--- src/rtl/mem_port_arbiter.sv ---
// Round-robin arbiter sharing one synchronous memory port between a CPU requester (0)
// and a debug/bootloader requester (1); sequences address issue, latency wait and capture.
module mem_port_arbiter #(
  parameter int unsigned ADDR_WIDTH   = 16,
  parameter int unsigned DATA_WIDTH   = 8,
  parameter int unsigned READ_LATENCY = 1
) (
  input  logic                  clk,
  input  logic                  reset,
  input  logic                  req0,
  input  logic [ADDR_WIDTH-1:0] addr0,
  input  logic [DATA_WIDTH-1:0] wdata0,
  input  logic                  we0,
  output logic                  done0,
  input  logic                  req1,
  input  logic [ADDR_WIDTH-1:0] addr1,
  input  logic [DATA_WIDTH-1:0] wdata1,
  input  logic                  we1,
  output logic                  done1,
  output logic [DATA_WIDTH-1:0] rdata,
  output logic                  busy,
  output logic                  owner,
  output logic [ADDR_WIDTH-1:0] mem_address,
  output logic [DATA_WIDTH-1:0] mem_data_in,
  output logic                  mem_write_enable,
  input  logic [DATA_WIDTH-1:0] mem_data_out
);

  localparam int unsigned CNT_WIDTH = 3;

  typedef enum logic [1:0] {
    IDLE,
    ACCESS,
    WAIT,
    DONE
  } state_t;

  state_t                state_q, state_d;
  logic [CNT_WIDTH-1:0]  cnt_q, cnt_d;
  logic                  we_q, we_d;
  logic                  grant;
  logic                  done0_d, done1_d, busy_d, owner_d, mwe_d;
  logic [DATA_WIDTH-1:0] rdata_d, din_d;
  logic [ADDR_WIDTH-1:0] addr_d;

  // Next-state and next-output logic; owner doubles as the last-grant pointer.
  always_comb begin
    state_d = state_q;
    cnt_d   = cnt_q;
    we_d    = we_q;
    owner_d = owner;
    addr_d  = mem_address;
    din_d   = mem_data_in;
    rdata_d = rdata;
    mwe_d   = 1'b0;
    done0_d = 1'b0;
    done1_d = 1'b0;
    grant   = 1'b0;

    case (state_q)
      IDLE: begin
        if (req0 || req1) begin
          grant   = (req0 && req1) ? ~owner : req1;
          owner_d = grant;
          addr_d  = grant ? addr1 : addr0;
          din_d   = grant ? wdata1 : wdata0;
          we_d    = grant ? we1 : we0;
          // Strobe is raised at the grant edge so it is high during ACCESS only.
          mwe_d   = grant ? we1 : we0;
          state_d = ACCESS;
        end
      end
      ACCESS: begin
        if (we_q) begin
          done0_d = ~owner;
          done1_d = owner;
          state_d = DONE;
        end else begin
          cnt_d   = CNT_WIDTH'(READ_LATENCY);
          state_d = WAIT;
        end
      end
      WAIT: begin
        if (cnt_q == CNT_WIDTH'(1)) begin
          rdata_d = mem_data_out;
          done0_d = ~owner;
          done1_d = owner;
          state_d = DONE;
        end else begin
          cnt_d = cnt_q - CNT_WIDTH'(1);
        end
      end
      DONE: begin
        state_d = IDLE;
      end
      default: begin
        state_d = IDLE;
      end
    endcase

    busy_d = (state_d != IDLE);
  end

  always_ff @(posedge clk) begin
    if (reset) begin
      state_q          <= IDLE;
      cnt_q            <= '0;
      we_q             <= 1'b0;
      done0            <= 1'b0;
      done1            <= 1'b0;
      rdata            <= '0;
      busy             <= 1'b0;
      owner            <= 1'b1;
      mem_address      <= '0;
      mem_data_in      <= '0;
      mem_write_enable <= 1'b0;
    end else begin
      state_q          <= state_d;
      cnt_q            <= cnt_d;
      we_q             <= we_d;
      done0            <= done0_d;
      done1            <= done1_d;
      rdata            <= rdata_d;
      busy             <= busy_d;
      owner            <= owner_d;
      mem_address      <= addr_d;
      mem_data_in      <= din_d;
      mem_write_enable <= mwe_d;
    end
  end

endmodule

--- config.mk ---
export PLATFORM = sky130hd
export DESIGN_NAME = mem_port_arbiter
export DESIGN_NICKNAME = d
export VERILOG_FILES = /design/src/rtl/mem_port_arbiter.sv
export SDC_FILE = /design/constraint.sdc
export NUM_CORES = 1
export LEC_CHECK = 0
export CAP_MARGIN = 5
export CORE_MARGIN = 1.5
export CORE_UTILIZATION = 39
export DETAILED_ROUTE_END_ITERATION = 8
export PLACE_DENSITY = 0.8
export SLEW_MARGIN = 10
export SYNTH_ARGS = -nofsm -noshare
export SYNTH_HDL_FRONTEND = slang
export SYNTH_SLANG_ARGS = --single-unit
--- constraint.sdc ---
create_clock -name clk -period 1.95 [get_ports clk]
set_clock_uncertainty 0.2 [all_clocks]
set_input_delay 0.39 -clock clk [delete_from_list [all_inputs] [get_ports clk]]
set_output_delay 0.39 -clock clk [all_outputs]
set_load 0.02 [all_outputs]
-- Yosys cells after proc, flatten, opt, wreduce, memory -nomap -nowiden
Cells that the tools add are included.
- register bits after elaboration: 43
- input port bits: 62
- output and inout bits: 37
- $add $sub $neg: 1
- equality and inequality tests: 6
- mux-type cells: 17
- bitwise logic cells: 3
- reductions and logical operators: 9
- operators with widths (kind ; number):
    16-bit 2-to-1 mux ; 1
    8-bit 2-to-1 mux ; 1
    2-bit one-hot mux with 4 select lines ; 1
    1-bit 2-to-1 mux ; 7
    3-bit 2-to-1 mux ; 2
    3-bit one-hot mux with 2 select lines ; 1
    2-bit == test, second input constant ; 2
    2-bit 2-to-1 mux ; 2
    2-bit inequality test, second input constant ; 2
    1-bit one-hot mux with 2 select lines ; 2
    2-bit AND reduction ; 2
    2-bit nonzero test ; 2
    3-bit by 1-bit == test with 1-bit output, second input constant ; 1
    1-bit NOT ; 3
    3-bit AND reduction ; 1
    3-bit OR reduction ; 1
    3-bit by 1-bit subtractor with 3-bit output, second input constant ; 1
    2-bit by 1-bit == test with 1-bit output, second input constant ; 1
    2-bit zero test ; 1
    1-bit logical AND ; 1
    1-bit logical OR ; 1

-- Longest topological paths before layout
Gate-level depths: netlist of the first run.
- word-level depth: 4
- mapped depth: 6

-- Worst setup path before layout of the first run
OpenSTA, ideal clock, no wires.
- path type: register to register
- start point: reg state_q[0]
- end point: reg cnt_q[0]
- setup time: 0.095 ns
- data arrival time: 1.307 ns
- required time: 1.655 ns
- setup slack: 0.348 ns
- cell stages (with the launch flop): 7
- period minus slack after synthesis: 1.602 ns
- cells stage by stage: dfxtp_1 -> inv_1 -> ha_1 -> nand3b_1 -> buf_6 -> o21ai_0 -> a221oi_1
- longest elaborated chain between the ends: 3
- RTL lines (what ; line ; RTL):
    start, declared ; 38 ; state_t state_q, state_d;
    start signal, assigned ; 118 ; state_q <= state_d;
    2-bit == test or 2-bit by 1-bit == test with 1-bit output (tied branches) ; 60 ; case (state_q)
    2-bit inequality test (no source line) or 2-bit nonzero test (tied branches) ; -- ;
    3-bit AND reduction (no source line) ; -- ;
    end signal, assigned ; 119 ; cnt_q <= cnt_d;
    end, declared ; 39 ; logic [CNT_WIDTH-1:0] cnt_q, cnt_d;
Parallel ways exist; a longest one is shown, timed or not.
A chain may end at the register's enable or synchronous reset.

-- Worst setup path in the final report of the first run
- start point: reg mem_address[8]
- end point: out mem_address[8]
- RTL lines (what ; line ; RTL):
    start, declared ; 23 ; output logic [ADDR_WIDTH-1:0] mem_address,
    start signal, assigned ; 126 ; mem_address <= addr_d;
No word-level cell between the ends.

==> flow_metrics.env, run 1 <==
export IMPL_outcome="finished clean"
export IMPL_ys_seq_area_share_pct=46.0
export IMPL_numClockSinks=43
export IMPL_globalRouteOverflowTotal=0
export IMPL_setup_viol_count_final=0
export IMPL_synth_area_per_cell_um2=8.48
export IMPL_dpl_cell_area_um2=2980
export IMPL_crit_fanout=2
export IMPL_final_common_cell="clkdlybuf4s50_1"
export IMPL_via_count=1890
export IMPL_crit_cells=1
export IMPL_cts_buffers_inserted=5
export IMPL_maxCapViolations=0
export IMPL_cts_hold_buf=0
export IMPL_dieHeight_um=72.3
export IMPL_portBuffers=98
export IMPL_fin_crit_ps=1840
export IMPL_start_util_pct=40.2
export IMPL_max_freq_mhz=544
export IMPL_cts_root_buf="clkbuf_8"
export IMPL_route_detailed_drc=0
export IMPL_fin_nets=390
export IMPL_crit_buf_inv=1
export IMPL_ant_nets=0
export IMPL_grt_start_max_net_pins=31
export IMPL_synth_seq_cells=43
export IMPL_netSwitchingFraction_pct=37.0
export IMPL_p_leak_uw=0.00127
export IMPL_syn2layout_area_growth_pct=63.5
export IMPL_clock_latency_ps=290
export IMPL_p_switching_uw=1330
export IMPL_drtPass1Iterations=4
export IMPL_tightest_slew_ps=434
export IMPL_min_path_cells=2
export IMPL_cellPowerDensity_nw_per_um2=1170
export IMPL_p_total_uw=3590
export IMPL_synth_fp_nets=289
export IMPL_fp_dieW_um=72.3
export IMPL_diodes=0
export IMPL_cts_tree="built"
export IMPL_clockPowerShare_pct=15.1
export IMPL_drive_above_1_share_pct=6.50
export IMPL_fill_cells=396
export IMPL_rows=25
export IMPL_crit_path_top_delay_cell="clkdlybuf4s50_1"
export IMPL_grt_pass1_vias=1897
export IMPL_period_share_pct=94.3
export IMPL_drt_wl_total_mm=4.90
export IMPL_hold_viol_final=0
export IMPL_arrival_ps=1250
export IMPL_clk_pin_slew_ps=80
export IMPL_drt_iter0_drc=75
export IMPL_post_drt_via_cell_ratio=5.01
export IMPL_clock_path_buffers=2
export IMPL_hpwlAfterDp_mm=3.70
export IMPL_cp_end_kind="output pin"
export IMPL_gp_congestion=0.808
export IMPL_synth_area_um2=1870
export IMPL_antenna_found_initial=0
export IMPL_holdCritPathClass="reg -> reg"
export IMPL_cts_htree_levels=2
export IMPL_comb_power_share_pct=49.6
export IMPL_r2r_cells=5
export IMPL_crit_type="reg -> out"
export IMPL_gr_usage_all_layers_pct=19.7
export IMPL_final_cell_count_no_fill=377
export IMPL_fp_coreArea_um2=4660
export IMPL_dieArea_um2=5230
export IMPL_cp_cell_sequence="clkdlybuf4s50_1"
export IMPL_max_stage_delay_ps=610
export IMPL_yosysUniqueCellTypes=33
export IMPL_intPower_uw=2270
export IMPL_design_area_um2=3060
export IMPL_ios=99
export IMPL_synthCells=221
export IMPL_power_frac_seq_pct=35.3
export IMPL_dp_cells=369
export IMPL_slew_headroom_pct=70.7
export IMPL_slew_viol_final=0
export IMPL_ir_drop_uv=553
export IMPL_wire_per_inst_um=13.0
export IMPL_worstPathRequired_ps=1360
export IMPL_synth_warnings=0
export IMPL_layout_common_cells="clkdlybuf4s50_1, nand2_1, dfxtp_1, o21ai_0, a31oi_1"
export IMPL_grt_pass1_wl_mm=8.25
export IMPL_rsz0062_at_grt="false"
export IMPL_worstSetupStartpointType="flop"
export IMPL_cp_top_family="buffers and inverters"
==> worst paths after layout <==
check	slack, ps	to	from
max	110	mem_address[8]	mem_address[8]$_SDFFE_PP0N_
min	300	rdata[2]$_SDFFE_PP0P_	rdata[2]$_SDFFE_PP0P_
max reg2reg	220	cnt_q[0]$_SDFFE_PP0P_	state_q[0]$_SDFF_PP0_
min reg2reg	300	rdata[2]$_SDFFE_PP0P_	rdata[2]$_SDFFE_PP0P_
==> layout make-up <==
cell class | instances | area [µm²] | share of cell area, %
Timing Repair Buffer | 109 | 1130 | 36.8
Multi-Input combinational cell | 154 | 890 | 29.0
Sequential cell | 43 | 861 | 28.1
Clock buffer | 6 | 72.6 | 2.37
Tap cell | 54 | 67.6 | 2.21
Inverter | 9 | 33.8 | 1.10
Clock inverter | 2 | 12.5 | 0.408
==> sequential cells by signal, indices dropped and copies added (netlist names) <==
signal / cells
busy: 1
cnt_q: 3
done0: 1
done1: 1
mem_address: 16
mem_data_in: 8
mem_write_enable: 1
owner: 1
rdata: 8
state_q: 2
we_q: 1
==> through the flow <==
step / hold WS (ps) / utilization [%] / setup TNS (ps) / setup slack, ps
global placement: 276 / 63.8 / 0 / 39.3
detailed placement: 290 / 63.8 / -23.5 / -14.6
floorplan: 257 / - / 0 / 348
global route: 323 / 65.7 / 0 / 58.1
CTS: 305 / 65.7 / 0 / 106
finish: 303 / 65.7 / 0 / 111
==> cells in the mapped netlist, drive strengths merged <==
cell type,number,area share (%)
a211o,1,0.47
a21bo,1,0.53
a21boi,1,1.0
a21oi,3,0.80
a221oi,2,0.94
a22o,1,0.47
a2bb2oi,1,0.47
a311oi,1,0.47
a31oi,24,8.0
and2,1,0.33
and3,2,0.67
and3b,1,0.47
buf,9,3.5
clkbuf,6,1.3
dfxtp,43,46
ha,6,4.0
inv,9,1.8
mux2i,9,4.8
nand2,50,10
nand3b,1,0.40
nor2,11,2.2
nor2b,3,1.0
nor3,1,0.27
nor3b,1,0.40
nor4bb,1,0.53
o211ai,1,0.40
o21a,1,0.47
o21ai,29,7.7
o41ai,1,0.47
==> metal layers <==
metal | part of all wire [%] | vias up | global-route usage (%)
li1 | - | 965 | -
met1 | 43 | 849 | 23.0
met2 | 50 | 68 | 35.0
met3 | 6.2 | 8 | 5.42
met4 | 1.3 | 0 | 6.29
met5 | 0 | - | 0
==> power by group through the flow <==
stage	registers, µW	clock network, µW	logic, µW
6_report	1270	542	1780
5_1_grt	1300	600	1940
4_1_cts	1270	559	1790
3_5_place_dp	1280	0	1780
3_3_place_gp	1280	0	1740
2_1_floorplan	1530	0	724
==> cell families after synthesis <==
logic type | synth area share (%)
simple gates | 16.3
compound gates | 22.2
flops | 46.0
buf+inv | 6.68
mux | 4.81
fa+ha+maj | 4.01
==> repair_timing <==
item | in CTS | in global routing
gates resized for setup | 0 | 1
setup buffers | 0 | 0
endpoints found under the setup margin | 0 | 1
No activity file was read; power rests on OpenSTA's default activity.
==> inputs of run 2 (changes only) <==
Clock period 1.95 ns to 1.7 ns, I/O delays scaled along.
==> run 2 against run 1 <==
Hold slack lost 6.4 ps; clock power grew 17%; combinational power grew 9.6%; via count grew 2.8%; die area is the same; critical endpoint is now cnt_q[0]$_SDFFE_PP0P_.
==> flow_metrics.env, run 2 (synthesis gave the netlist of run 1 again) <==
export IMPL_wire_per_inst_um=13.6
export IMPL_syn2layout_area_growth_pct=63.6
export IMPL_dpl_cell_area_um2=3000
export IMPL_use_met1_pct=22.8
export IMPL_use_met3_pct=6.53
export IMPL_gp_congestion=0.849
export IMPL_cts_root_buf="clkbuf_8"
export IMPL_clock_latency_ps=300
export IMPL_r2r_cells=5
export IMPL_grt_pass1_vias=1858
export IMPL_setup_viol_count_final=0
export IMPL_holdCritPathClass="reg -> reg"
export IMPL_p_total_uw=4030
export IMPL_grt_pass1_wl_mm=8.25
export IMPL_globalRouteOverflowTotal=0
export IMPL_gr_usage_all_layers_pct=20.3
export IMPL_hold_start="rdata[0]$_SDFFE_PP0P_"
export IMPL_grt_busiest_layer="met2"
export IMPL_route_detailed_drc=0
export IMPL_fin_nets=393
export IMPL_drt_iter0_drc=119
export IMPL_fin_crit_ps=1600
export IMPL_dieArea_um2=5230
export IMPL_r2r_start="state_q[0]$_SDFF_PP0_"
export IMPL_layout_common_cells="clkdlybuf4s50_1, nand2_1, dfxtp_1, dlygate4sd2_1, o21ai_0"
export IMPL_antenna_found_initial=0
export IMPL_grt_start_max_net_pins=31
export IMPL_min_to="rdata[0]$_SDFFE_PP0P_"
export IMPL_netSwitchingFraction_pct=38.7
export IMPL_reg_top3="mem_address: 16 flops, mem_data_in: 8 flops, rdata: 8 flops"
export IMPL_crit_type="reg -> reg"
export IMPL_numClockSinks=43
export IMPL_fill_cells=433
export IMPL_rsz0062_at_grt="true"
export IMPL_cts_buffers_inserted=5
export IMPL_cts_htree_levels=2
export IMPL_p_switching_uw=1560
export IMPL_fp_dieW_um=72.3
export IMPL_post_drt_via_cell_ratio=5.11
export IMPL_drtPass1Iterations=4
export IMPL_dieHeight_um=72.3
export IMPL_max_freq_mhz=626
export IMPL_clockPowerShare_pct=15.8
export IMPL_start_util_pct=40.2
export IMPL_drive_above_1_share_pct=8.90
export IMPL_intPower_uw=2470
export IMPL_post_cts_buffers=0
export IMPL_via_count=1943
export IMPL_power_frac_seq_pct=35.9
export IMPL_maxCapViolations=0
export IMPL_worstSetupStartpointType="flop"
export IMPL_outcome="finished clean"
export IMPL_regMostFlops="mem_address"
export IMPL_hpwlAfterDp_mm=3.81
export IMPL_cts_tree="built"
export IMPL_crit_fanout=4
export IMPL_period_share_pct=94.0
export IMPL_min_path_cells=2
export IMPL_clock_path_buffers=2
export IMPL_diodes=0
export IMPL_drt_wl_total_mm=5.16
export IMPL_arrival_ps=1600
export IMPL_ios=99
export IMPL_ant_nets=0
export IMPL_worstPathRequired_ps=1700
export IMPL_final_common_cell="clkdlybuf4s50_1"
export IMPL_comb_power_share_pct=48.3
export IMPL_clk_pin_slew_ps=80
export IMPL_ir_drop_uv=698
export IMPL_grt_util_met2_pct=35.6
export IMPL_tightest_slew_ps=372
export IMPL_p_leak_uw=0.00143
export IMPL_cp_end_kind="flop"
export IMPL_r2r_end="cnt_q[0]$_SDFFE_PP0P_"
export IMPL_slew_viol_final=0
export IMPL_fp_coreArea_um2=4660
export IMPL_r2r_slack_ps=100
export IMPL_largest_reg_flops=16
export IMPL_slew_headroom_pct=75.2
export IMPL_design_area_um2=3060
export IMPL_hold_viol_final=0
export IMPL_portBuffers=98
export IMPL_rows=25
export IMPL_cellPowerDensity_nw_per_um2=1310
## run 2: cell count changes in the layout (fill, tap and decap cells not counted), sizes merged
| cell | before | now |
|---|---|---|
| buf | 11 | 14 |
| clkdlybuf4s50 | 98 | 61 |
| dlygate4sd2 | 0 | 37 |
## run 2: per-stage QoR
step	util [%]	TNS (ps)	hold WS, ps	setup WS (ps)	std cells
after global placement	64.3	-2680	276	-118	372
after floorplan	-	0	219	98.1	221
after detailed placement	64.3	-4040	289	-190	372
after global routing	65.7	-17.5	330	-17.5	380
final	65.7	0	297	102	380
after CTS	65.3	0	300	9.55	380
## run 2: metal layers
| layer | wire, µm | vias to the layer above |
|---|---|---|
| met5 | 0 | - |
| li1 | - | 973 |
| met2 | 2580 | 70 |
| met3 | 345 | 12 |
| met1 | 2120 | 888 |
| met4 | 112 | 0 |
## run 2: timing repair
item                       in CTS  in global routing
hold buffers                    0                  0
setup endpoints to repair      39                  7
resized for setup              39                  5
pin swaps                       0                  1
## run 2: worst max path at each step
stage | startpoint | end | slack [ps] | cells past startpoint
final | state_q[0]$_SDFF_PP0_ | cnt_q[0]$_SDFFE_PP0P_ | 100 | 5
after global placement | req0 | mem_address[0]$_SDFFE_PP0N_ | -120 | 6
after global routing | state_q[1]$_SDFF_PP0_ | cnt_q[0]$_SDFFE_PP0P_ | -20 | 5
after floorplan | state_q[0]$_SDFF_PP0_ | cnt_q[0]$_SDFFE_PP0P_ | 100 | 6
after CTS | state_q[0]$_SDFF_PP0_ | cnt_q[0]$_SDFFE_PP0P_ | 10 | 5
after detailed placement | req0 | mem_address[0]$_SDFFE_PP0N_ | -190 | 6
## run 2: area by class of cell
class	count	area, µm²	share of cell area, %
well taps	54	67.6	2.20
multi-input cells	154	915	29.8
flip-flops and latches	43	861	28.1
clock inverters	2	12.5	0.408
repair buffers	112	1100	36.0
clock buffers	6	72.6	2.37
inverters	9	33.8	1.10
## run 2: power groups by stage
stage,sequential [µW],clock (µW),combinational (µW)
final,1450,635,1950
after global placement,1460,0,2030
after CTS,1440,652,1920
after detailed placement,1460,0,2060
after global routing,1490,679,2110
after floorplan,1760,0,830
## run 2: worst max-delay path, cell delays in order, from the launching register on
cell,delay (ps)
dfxtp_1,350
buf_4,130
ha_2,200
nor2b_2,190
o21ai_0,150
a221oi_1,290
==> inputs of run 3 (changes only) <==
Settings changed: SLEW_MARGIN 10 to 30.
==> results of run 3 <==
Same layout as run 2: the final DEF is identical, and so are final timing and power.
==> RTL edit 1, RTL diff (flow settings as in run 2) <==
Change the parameter `ADDR_WIDTH` from 16 to 18.
--- a/src/rtl/mem_port_arbiter.sv
+++ b/src/rtl/mem_port_arbiter.sv
@@ -2,5 +2,5 @@
 // and a debug/bootloader requester (1); sequences address issue, latency wait and capture.
 module mem_port_arbiter #(
-  parameter int unsigned ADDR_WIDTH   = 16,
+  parameter int unsigned ADDR_WIDTH   = 18,
   parameter int unsigned DATA_WIDTH   = 8,
   parameter int unsigned READ_LATENCY = 1
Interface: changed (resized addr0, addr1 and mem_address); port bits go from 99 to 105. No check against the original RTL was run, so the function may have changed too.
==> RTL edit 1 against run 2 <==
- global-route usage decreased by 1.4 points
- synthesized cell count up 5.0%
- worst setup slack worse by 38 ps
- design area grew 6.8%
- sequential cell count up 2
- area after synthesis grew 12%
- total power increased by 6.0%
- routed wire length grew 5.2%
- largest cell class unchanged
- highest routed layer unchanged
==> RTL edit 1: results <==
[power]
cellLeakagePower_nw = 1.48
peakVddDrop_mv = 0.607

[final_layout]
bufAreaShareNonClock_pct = 34.9
num-nets-final = 410
reg_top3 = "mem_address: 18 flops, mem_data_in: 8 flops, rdata: 8 flops"
post-route-util_pct = 63.7
multi_input_cells = 162

[detailed_routing]
vias = 2012
routed_via_density = 4.92
wl_met2_um = 2820
wl_met3_um = 277
wl_met1_um = 2240

[status]
status = "complete, no violations"

[worst_setup_path]
critPathSlowestCell = "dfxtp_2"
crit_fanout = 8
cp.arrival_ps = 1630

[sta]
holdWs_ps = 295
final.period_utilization_pct = 96.2

[synth]
syn_area_per_cell_um2 = 9.06
synth_commonest_cells = "dfxtp_1, nand2_1, o21ai_1, a31oi_1, nor2_1"
post-synth-top-count-cell = "dfxtp_1"
synth_compound_area_share_pct = 23.8
syn-num-nets = 304
synth_area_leaders = "dfxtp_1, nand2_1, a31oi_2"

[floorplan]
die_area_mm2 = 0.00584

[placed_design]
place_congestion = 0.716
dp_cells = 401

[min_path]
hold_path.startpoint = "rdata[5]"
## RTL edit 1: tightest hold or removal path: cells and delay by family (launching register included)
kind | cells | cell delay [ps]
flip-flops | 1 | 330
multiplexers | 1 | 70
AND/OR/NAND/NOR | 1 | 70
## RTL edit 1: power by group
part / switching, mW / total (mW) / internal, mW
Sequential: 0.158 / 1.52 / 1.37
Combinational: 1.18 / 2.12 / 0.935
Clock: 0.337 / 0.630 / 0.292
## RTL edit 1: cells by family (layout without fill, tap and decap cells)
family / after synthesis / count (layout)
buffers and inverters: 25 / 132
AO/OA/AOI/OAI: 71 / 71
multiplexers: 9 / 9
AND/OR/NAND/NOR: 76 / 76
adder cells (fa/ha/maj): 6 / 6
flip-flops: 45 / 45
## RTL edit 1: routing by layer
layer	vias to the layer above	global-route usage, %
met5	-	0
met4	0	7.41
met3	7	3.83
met2	58	34.4
met1	923	21.4
li1	1024	-
## RTL edit 1: timing repair
item,CTS,global route
hold buffers,0,0
resized for setup,40,4
setup endpoints to repair,48,18
pin swaps,0,1
==> RTL edit 2, RTL diff (settings of run 2) <==
Without the edit above. Put one more register stage on the output `mem_address`, with the module's reset. The value now appears one clock later. The other outputs are not delayed to match.
--- a/src/rtl/mem_port_arbiter.sv
+++ b/src/rtl/mem_port_arbiter.sv
@@ -36,4 +36,6 @@
   } state_t;
 
+  logic [ADDR_WIDTH-1:0] mem_address_s0;
+
   state_t                state_q, state_d;
   logic [CNT_WIDTH-1:0]  cnt_q, cnt_d;
@@ -50,5 +52,5 @@
     we_d    = we_q;
     owner_d = owner;
-    addr_d  = mem_address;
+    addr_d  = mem_address_s0;
     din_d   = mem_data_in;
     rdata_d = rdata;
@@ -112,5 +114,5 @@
       busy             <= 1'b0;
       owner            <= 1'b1;
-      mem_address      <= '0;
+      mem_address_s0   <= '0;
       mem_data_in      <= '0;
       mem_write_enable <= 1'b0;
@@ -124,5 +126,5 @@
       busy             <= busy_d;
       owner            <= owner_d;
-      mem_address      <= addr_d;
+      mem_address_s0   <= addr_d;
       mem_data_in      <= din_d;
       mem_write_enable <= mwe_d;
@@ -130,4 +132,12 @@
   end
 
+  always_ff @(posedge clk) begin
+    if (reset) begin
+      mem_address <= '0;
+    end else begin
+      mem_address <= mem_address_s0;
+    end
+  end
+
 endmodule
 
Behaviour: not the same (Yosys sat finds a counterexample within 4 cycles, from zero or initial values and one cycle with reset high).
==> RTL edit 2 against run 2 <==
- area after synthesis is 23% higher
- hold slack worse by 40 ps
- synthesized cell count is 15% higher
- total power is 32% higher
- worst setup slack worse by 28 ps
- routed wire length is 19% higher
- design area is 20% higher
- sequential cell count is 16 higher
- critical path type unchanged
- critical endpoint unchanged
- largest cell class is now sequential cells
==> RTL edit 2: results <==
[placed_design]
dp_cells = 427
dp_slack_ps = -193

[detailed_routing]
routed_wl_um = 6140
vias = 2173
drt_iter0_markers = 110
avgRoutedWirePerCell_um = 13.9

[sta]
fin_ws_ps = 74.9
worstMarginPinSlew_ps = 314

[final_layout]
fillCellCount = 502
drive_above_1_share_pct = 10.8

[min_path]
hold_path.startpoint = "mem_address_s0[14]"

[clock_network]
htreeDepth = 3
cts_resized = 38
cts-buffers-inserted = 9
clkLatencyLatePin_ps = 330

[global_routing]
grt_use_total_pct = 20.7
grt_start_max_net_pins = 33

[synth]
synth-seq-area-share_pct = 51.3
synth_area_leaders = "dfxtp_1, nand2_1, a31oi_1"
syn_area_per_cell_um2 = 9.03
synth_commonest_cells = "dfxtp_1, nand2_1, o21ai_0, a31oi_1, nor2b_1"
syn-num-nets = 323
yosys.cell_types.count = 34

[power]
p_switching_mw = 1.70
cellLeakagePower_nw = 1.71

[worst_setup_path]
cp.arrival_ps = 1670
r2r_slack_ps = 70

[status]
status = "complete, no violations"
RTL edit 2: area by class of cell:
class	instances	area, um2	area share (%)
Clock buffer	11	141	3.84
Clock inverter	5	100	2.72
Inverter	9	33.8	0.917
Multi-Input combinational cell	170	1010	27.4
Sequential cell	59	1180	32.1
Tap cell	72	90.1	2.45
Timing Repair Buffer	117	1130	30.6
RTL edit 2: per-stage QoR:
step | area, um2 | setup TNS [ps] | hold WS (ps)
6_report | 3680 | 0 | 257
5_1_grt | 3680 | -79.0 | 277
2_1_floorplan | 2300 | 0 | 232
3_3_place_gp | 3470 | -2470 | 239
3_5_place_dp | 3470 | -3340 | 246
4_1_cts | 3660 | 0 | 258
RTL edit 2: logic make-up (layout without fill, tap and decap cells):
family / after synthesis / count (layout) / synth area share [%]
buffers and inverters: 26 / 142 / 5.81
muxes: 9 / 9 / 3.91
and+or+nand+nor: 88 / 88 / 17.6
adders and majority gates: 6 / 6 / 3.26
DFF: 59 / 59 / 51.3
AOI/OAI and AO/OA: 67 / 67 / 18.1
RTL edit 2: worst paths after layout:
path	endpoint
worst max register to register	cnt_q[0]
worst max-delay path	cnt_q[0]
worst min-delay path	mem_address[14]
worst min register to register	mem_address[14]
RTL edit 2: power by group through the flow:
stage / Sequential (mW) / Combinational (mW) / Clock (mW)
CTS: 1.90 / 1.85 / 1.57
global route: 1.95 / 2.06 / 1.64
detailed placement: 1.93 / 1.94 / 0
global placement: 1.91 / 1.90 / 0
finish: 1.91 / 1.87 / 1.55
floorplan: 2.13 / 0.891 / 0
RTL edit 2: routing by layer:
layer  track usage (%)  routed length [um]  share of wire (%)
met1              23.8                2550                 41
met2              36.7                3090                 50
met3              3.66                 380                6.2
met4              9.83                 122                2.0
met5                 0                   0                  0
